**src/rtl/ms_decade_code_counter.sv**
```systemverilog
// Millisecond counter: prescaler, BCD decade chain and a registered,
// runtime-selectable weighted-code output with hold/lap support.
module ms_decade_code_counter #(
  parameter int DIGITS   = 4,
  parameter int TICK_DIV = 100000
) (
  input  logic                  clk,
  input  logic                  rst,
  input  logic                  en,
  input  logic                  clr,
  input  logic                  hold,
  input  logic [1:0]            mode,
  output logic [4*DIGITS-1:0]   code_out,
  output logic                  tick_ms,
  output logic                  overflow
);

  localparam int PW = (TICK_DIV > 1) ? $clog2(TICK_DIV) : 1;
  localparam logic [PW-1:0] PMAX = PW'(TICK_DIV - 1);

  localparam logic [1:0] M_8421 = 2'b00;
  localparam logic [1:0] M_5421 = 2'b01;
  localparam logic [1:0] M_2421 = 2'b10;
  localparam logic [1:0] M_XS3  = 2'b11;

  logic [PW-1:0]        pre_q, pre_d;
  logic [4*DIGITS-1:0]  dig_q, dig_d;
  logic [4*DIGITS-1:0]  enc;
  logic [4*DIGITS-1:0]  code_q, code_d;
  logic                 tick_q, tick_d;
  logic                 ovf_q, ovf_d;
  logic                 term;
  logic                 carry;

  function automatic logic [3:0] encode(
    input logic [3:0] d,
    input logic [1:0] m
  );
    logic [3:0] r;
    r = d;
    case (m)
      M_8421: r = d;
      M_5421: if (d >= 4'd5) r = d + 4'd3;
      M_2421: if (d >= 4'd5) r = d + 4'd6;
      M_XS3:  r = d + 4'd3;
      default: r = d;
    endcase
    return r;
  endfunction

  assign term = en && (pre_q == PMAX);

  always_comb begin
    pre_d = pre_q;
    if (clr)
      pre_d = '0;
    else if (en)
      pre_d = term ? '0 : pre_q + 1'b1;
  end

  // Ripple carry: a digit advances only when every lower digit is at 9.
  always_comb begin
    logic [3:0] d;
    dig_d = dig_q;
    carry = term;
    for (int k = 0; k < DIGITS; k++) begin
      d = dig_q[4*k +: 4];
      if (carry)
        dig_d[4*k +: 4] = (d == 4'd9) ? 4'd0 : d + 4'd1;
      carry = carry && (d == 4'd9);
    end
    if (clr)
      dig_d = '0;
  end

  assign tick_d = term && !clr;
  assign ovf_d  = carry && !clr;

  always_comb begin
    enc = '0;
    for (int k = 0; k < DIGITS; k++)
      enc[4*k +: 4] = encode(dig_q[4*k +: 4], mode);
  end

  assign code_d = hold ? code_q : enc;

  always_ff @(posedge clk or posedge rst) begin
    if (rst) begin
      pre_q  <= '0;
      dig_q  <= '0;
      code_q <= '0;
      tick_q <= 1'b0;
      ovf_q  <= 1'b0;
    end else begin
      pre_q  <= pre_d;
      dig_q  <= dig_d;
      code_q <= code_d;
      tick_q <= tick_d;
      ovf_q  <= ovf_d;
    end
  end

  assign code_out = code_q;
  assign tick_ms  = tick_q;
  assign overflow = ovf_q;

endmodule

```
**config.mk**
```make
export PLATFORM = sky130hd
export DESIGN_NAME = ms_decade_code_counter
export DESIGN_NICKNAME = d
export VERILOG_FILES = /design/src/rtl/ms_decade_code_counter.sv
export SDC_FILE = /design/constraint.sdc
export NUM_CORES = 1
export LEC_CHECK = 0
export CAP_MARGIN = 20
export CELL_PAD_IN_SITES_DETAIL_PLACEMENT = 1
export CELL_PAD_IN_SITES_GLOBAL_PLACEMENT = 1
export CORE_ASPECT_RATIO = 1.75
export CORE_UTILIZATION = 45
export CTS_BUF_LIST = sky130_fd_sc_hd__clkbuf_8
export DETAILED_ROUTE_END_ITERATION = 6
export MAX_ROUTING_LAYER = met4
export PLACE_DENSITY = 0.8
export SETUP_SLACK_MARGIN = 0.4
export SLEW_MARGIN = 20
export SYNTH_ARGS = -nofsm -noshare
export SYNTH_HDL_FRONTEND = slang
export SYNTH_SLANG_ARGS = --single-unit
```
**constraint.sdc**
```tcl
create_clock -name clk -period 2.7 [get_ports clk]
set_input_delay 0.54 -clock clk [delete_from_list [all_inputs] [get_ports clk]]
set_output_delay 0.54 -clock clk [all_outputs]
set_load 0.05 [all_outputs]
```
==> impl_metrics.toml, run 1 <==
[global_route]
use_met3_pct = 3.740
busiest_layer = "met2"
grt_usage_pct = 24.31
met1_usage_pct = 24.22
antenna_found_initial = 0
grt_overflow = 0
grt_pass1_wl_mm = 13.94
grt_max_degree = 34
grtUsageMet2_pct = 45.32
grt_pass1_vias = 3005

[clocking]
numCtsBuffers = 5
hold_buffers = 0
tritoncts = "built"
cts_max_level = 2
cts_num_sinks = 51
cts_buffer_depth = 2
clk_pin_slew_ps = 110
clk_latency_ps = 320
cts-root-buf = "clkbuf_8"

[routing]
wl_mm = 8.297
drt-vias-per-instance = 5.802
wl_per_cell_um = 17.14
num_vias = 2808
drc = 0
drtAntennaViolNets = 0
initialDrtViolationCount = 111
dr.pass1.iters = 3

[logic_synthesis]
netlist-cell-type-count = 51
syn_area_um2 = 3312
synth_top_area_cell = "dfrtp_1"
ys_seq_elements = 51
synth_top_cell_area_share_pct = 38.53
syn_avg_cell_area_um2 = 8.927
synthTopCellsByArea = "dfrtp_1 (39%), ha_1 (10%), nand2_1 (5.2%)"
synthesis.nets = 405
yosys_warnings = 0
synth_cells = 371
synth.yosys.seq_area_share_pct = 38.53

[finish]
design_area_um2 = 3807
syn_to_final_growth_pct = 14.96
fillers = 851
drive_gt1_share_pct = 8.291
nets = 431
diodes = 0
stdcell_count = 484

[pwr]
p_total_mw = 1.525
vdd_drop_max_mv = 0.3476
p_per_area_nw_per_um2 = 400.5
p_leak_nw = 1.650

[timing]
grt_setup_unrepaired = "false"
fin_skew_ps = 20.73
min_period_ps = 2155
setup_viol = 0
hold_violations = 0
timing.final.max_slew_violations = 0
tns_ps = 0
fmax_mhz = 464.0
tightest_slew_ps = 585.4
finalCritPeriodShare_pct = 79.81
slew_headroom_pct = 60.83
hold_slack_ps = 492.1

[critical_path]
cp.arrival_ps = 2380
worstPathCellList = "inv_2 -> ha_1 -> nand3b_2 -> or4_4 -> nor2_4 -> a31oi_1 -> a311oi_2"
slowest_stage = "or4_4"
critPathMaxStageDelay_ps = 540
cp-end-kind = "flip-flop"
critPathLaunch = "dig_q[1]"
worstPathRequired_ps = 2930
worst-path-max-fanout = 6
worstSetupStartpointType = "flip-flop"
path_class = "reg -> reg"
rr_startpoint = "dig_q[1]"

[worst_hold_path]
min_from = "code_out[5]"
holdCritPathClass = "reg -> reg"

[run_status]
status = "completed"

[floorplanning]
die_w_um = 66.85
initial_utilization_pct = 46.11
dieArea_um2 = 7721
row_count = 41
fp.dieH_um = 115.5
coreArea_um2 = 7182
io_pins = 25

[placed_design]
routabilityCongestion = 0.8835
portBuffers = 24
place_inst = 475
dp_hpwl_mm = 6.295
placement.cell_area_um2 = 3682

[job]
max-cap-violations = 0
==> layer usage <==
metal	wire, um	part of all wire (%)
met1	3296	40
met2	4698	57
met3	128	1.5
met4	174	2.1
met5	0	0
==> critical path, delay by kind of cell (launching register included) <==
family	cells	cell delay [ps]
and+or+nand+nor	3	910
buffers and inverters	1	120
DFF	1	480
AOI/OAI and AO/OA	2	360
adders and majority gates	1	180
==> logic make-up (layout without fill, tap and decap cells) <==
group,count (synthesis),in the layout,synth area share (%)
buf+inv,32,59,3.778
flops,51,51,38.53
simple gates,139,139,22.21
fa+ha+maj,27,27,10.20
compound gates,97,97,18.44
mux,4,4,1.284
xor+xnor,21,21,5.553
==> synthesized netlist by cell type, drive strengths merged <==
| cell type | count |
|---|---|
| and3 | 6 |
| mux2 | 2 |
| o211ai | 4 |
| nor3 | 3 |
| a2bb2oi | 1 |
| mux2i | 2 |
| or2 | 1 |
| a311oi | 2 |
| o2111ai | 2 |
| xnor2 | 10 |
| nor2b | 3 |
| nand2b | 5 |
| nor2 | 33 |
| a22o | 2 |
| a221oi | 1 |
| and4 | 3 |
| o22ai | 5 |
| a31oi | 3 |
| nand4b | 1 |
| a21oi | 26 |
| or3 | 7 |
| nand4bb | 1 |
| o21bai | 2 |
| and2 | 1 |
| a211oi | 3 |
| or4 | 1 |
| inv | 16 |
| nand4 | 9 |
| nand3b | 1 |
| o221ai | 6 |
| clkbuf | 12 |
| nand3 | 13 |
| nand2 | 46 |
| a22oi | 3 |
| a21o | 7 |
| ha | 27 |
| nor4 | 4 |
| dfrtp | 51 |
| o21ai | 29 |
| xor2 | 11 |
| buf | 4 |
| nor3b | 1 |
| a221o | 1 |
==> through the flow <==
step	worst slack, ps	utilization (%)
after floorplan	753.6	-
after global placement	325.3	51.27
after detailed placement	251.0	51.27
after CTS	483.1	52.91
after global routing	457.5	53.01
final	545.0	53.01
==> registers in the layout, indices dropped and copies added, names as in the netlist <==
signal	count
code_out	16
dig_q	16
overflow	1
pre_q	17
tick_ms	1
==> worst paths after layout <==
kind	endpoint	slack, ps	cells past startpoint
min in group asynchronous	code_out[14]	530	2
worst min register to register	code_out[5]	490	2
max in group asynchronous	pre_q[1]	1630	3
worst max register to register	dig_q[7]	550	7
worst min-delay path	code_out[5]	490	2
worst max-delay path	dig_q[7]	550	7
==> layout make-up <==
cell class                 count  area (um^2)  area share, %
inverter                      16        60.06          1.577
clock inverter                 2        35.03         0.9201
multi-input combinational    288         1911          50.18
tap                           86        107.6          2.826
clock buffer                   6        82.58          2.169
timing repair buffer          35        335.3          8.807
sequential                    51         1276          33.52
==> power breakdown <==
part           switching, mW  internal, mW
clock network          0.265         0.300
registers            0.00937         0.777
logic                  0.117        0.0567
total                  0.391          1.13
==> cells in the final DEF, fill, tap and decap left out, types with 6 or more instances in the layout <==
master,count
a21o_1,7
a21oi_1,26
and3_1,6
buf_4,10
clkbuf_8,6
clkdlybuf4s50_1,24
dfrtp_1,51
ha_1,27
inv_1,14
nand2_1,46
nand3_1,11
nand4_1,8
nor2_1,31
o21ai_0,28
o221ai_1,6
or3_1,7
xnor2_1,10
xor2_1,11
==> what timing repair did <==
action,4_1_cts,5_1_grt
resized for setup,0,1
setup endpoints to repair,0,2
setup buffers,0,1
Note: power is estimated with default switching activity, not from simulation.
==> inputs of run 2 (changes only) <==
clock period = 2.05 ns   (was 2.7 ns; I/O delays follow)
==> run 2 against run 1 <==
Compared with the run above:
- wire length is 47% higher
- sequential share of layout area is 6.0 points lower
- flip-flop and latch count stayed put
- setup slack worse by 470 ps
- sequential power is 31% higher
- clock power is 52% higher
- count of clock-buffer cells in the layout is 1 lower
- worst hold slack worse by 81 ps
- critical path depth stayed put
- register-to-register slack worse by 470 ps
- clock skew is 6.2 ps lower
- final area is 22% higher
- largest cell class unchanged
==> impl_metrics.toml, run 2 (synthesis gave the netlist of run 1 again) <==
[pwr]
sw_frac_of_total_pct = 26.40
p_per_area_nw_per_um2 = 467.3
p_sw_mw = 0.5752
p_leak_nw = 2.038
vdd_drop_max_mv = 0.5829
pwr-share-comb_pct = 13.0
seqPwrFrac_pct = 47.5
p_clk_share_pct = 39.5
p_total_mw = 2.179
p_int_mw = 1.603

[routing]
drtAntennaViolNets = 0
wl_per_cell_um = 22.88
drc = 0
dr.pass1.iters = 4
num_vias = 3263
wl_mm = 12.22
drt-vias-per-instance = 6.110
initialDrtViolationCount = 195

[timing]
slew_headroom_pct = 67.35
hold_slack_ps = 411.4
fin_skew_ps = 14.50
tightest_slew_ps = 491.7
setup_viol = 0
min_period_ps = 1974
hold_violations = 0
finalCritPeriodShare_pct = 96.31
grt_setup_unrepaired = "true"
timing.final.max_slew_violations = 0
fmax_mhz = 506.5

[placed_design]
routabilityCongestion = 0.8592
portBuffers = 24
place_inst = 494
dp_hpwl_mm = 6.688
placement.cell_area_um2 = 3882

[worst_hold_path]
holdCritPathClass = "in -> async"

[floorplanning]
initial_utilization_pct = 46.11
row_count = 41
coreArea_um2 = 7182
io_pins = 25
fp.dieH_um = 115.5
die_w_um = 66.85
dieArea_um2 = 7721

[global_route]
grt_pass1_wl_mm = 16.17
use_met3_pct = 4.429
grt_overflow = 0
grt_pass1_vias = 3418
antenna_found_initial = 0
busiest_layer = "met2"
grt_usage_pct = 28.71
grtUsageMet2_pct = 52.12
grt_max_degree = 35
met1_usage_pct = 27.62

[clocking]
hold_buffers = 0
cts-root-buf = "clkbuf_8"
clk_pin_slew_ps = 100
cts_buffer_depth = 2
clk_latency_ps = 330
cts_max_level = 2
tritoncts = "built"
cts_num_sinks = 51
numCtsBuffers = 5

[critical_path]
critPathTopFamily = "simple AND/OR/NAND/NOR gates"
slowest_stage = "or4_4"
crit_buf_inv = 1
path_class = "reg -> reg"
cp.arrival_ps = 2230
worstSetupStartpointType = "flip-flop"
worst-path-max-fanout = 6
cp-end-kind = "flip-flop"
critPathMaxStageDelay_ps = 570
worstPathCellList = "inv_2 -> ha_4 -> nand3b_4 -> or4_4 -> nor2_4 -> a31oi_4 -> a311oi_2"
worstPathRequired_ps = 2300

[finish]
fillers = 792
largest_register = "pre_q"
multi_input_area_um2 = 2333
design_area_um2 = 4662
regArea_um2 = 1282
syn_to_final_growth_pct = 40.76
stdcell_count = 534
final_common_cell = "buf_4"
drive_gt1_share_pct = 34.38
final_cell_mix = "buf_4 (51), dfrtp_1 (46), nand2_1 (45)"
nets = 481
diodes = 0
largest_reg_flops = 17

[run_status]
status = "completed"

[job]
max-cap-violations = 0
## run 2: final timing paths
check	from	slack, ps	end	cells after the start
max reg2reg	dig_q[1]	80	dig_q[7]	7
min reg2reg	code_out[5]	500	code_out[5]	2
max	dig_q[1]	80	dig_q[7]	7
min	rst	410	dig_q[4]	3
min in group clk	code_out[5]	500	code_out[5]	2
max in group asynchronous	rst	1400	dig_q[8]	3
## run 2: area by class of cell
cell class / instances / area share (%)
clock buffers: 5 / 1.476
clock inverters: 3 / 1.369
well taps: 86 / 2.308
multi-input cells: 288 / 50.05
flip-flops and latches: 51 / 27.51
inverters: 16 / 1.396
repair buffers: 85 / 15.89
## run 2: power groups by stage
stage | registers (mW) | logic [mW] | clock network (mW)
after floorplan | 1.11 | 0.0913 | 0
after global placement | 1.05 | 0.248 | 0
after detailed placement | 1.05 | 0.253 | 0
after CTS | 1.03 | 0.250 | 0.857
after global routing | 1.04 | 0.300 | 0.906
final | 1.03 | 0.283 | 0.861
## run 2: per-stage QoR
step	util, %	setup TNS [ps]	setup WS, ps
finish	64.91	0	75.71
global route	64.91	0	14.62
CTS	58.66	0	199.5
detailed placement	54.06	-3051	-178.8
global placement	54.06	-1886	-147.1
floorplan	-	0	241.7
## run 2: worst register-to-register path, stage by stage, from the launching register on
cell and delay [ps]:
dfrtp_1 420, inv_2 90, ha_4 140, nand3b_4 110, or4_4 570, nor2_4 230
a31oi_4 130, a311oi_2 190
## run 2: routing by layer
metal  routed length (um)  vias to the layer above
met5                    0                        -
met4                  620                        0
met3                  366                       50
met2                 6702                      111
met1                 4526                     1636
li1                     -                     1466
## run 2: timing repair
action | in CTS | in global routing
hold endpoints to repair | 0 | 0
gates cloned | 0 | 1
pin swaps | 16 | 30
gates resized for setup | 44 | 102
setup endpoints to repair | 67 | 65
setup buffers | 19 | 12
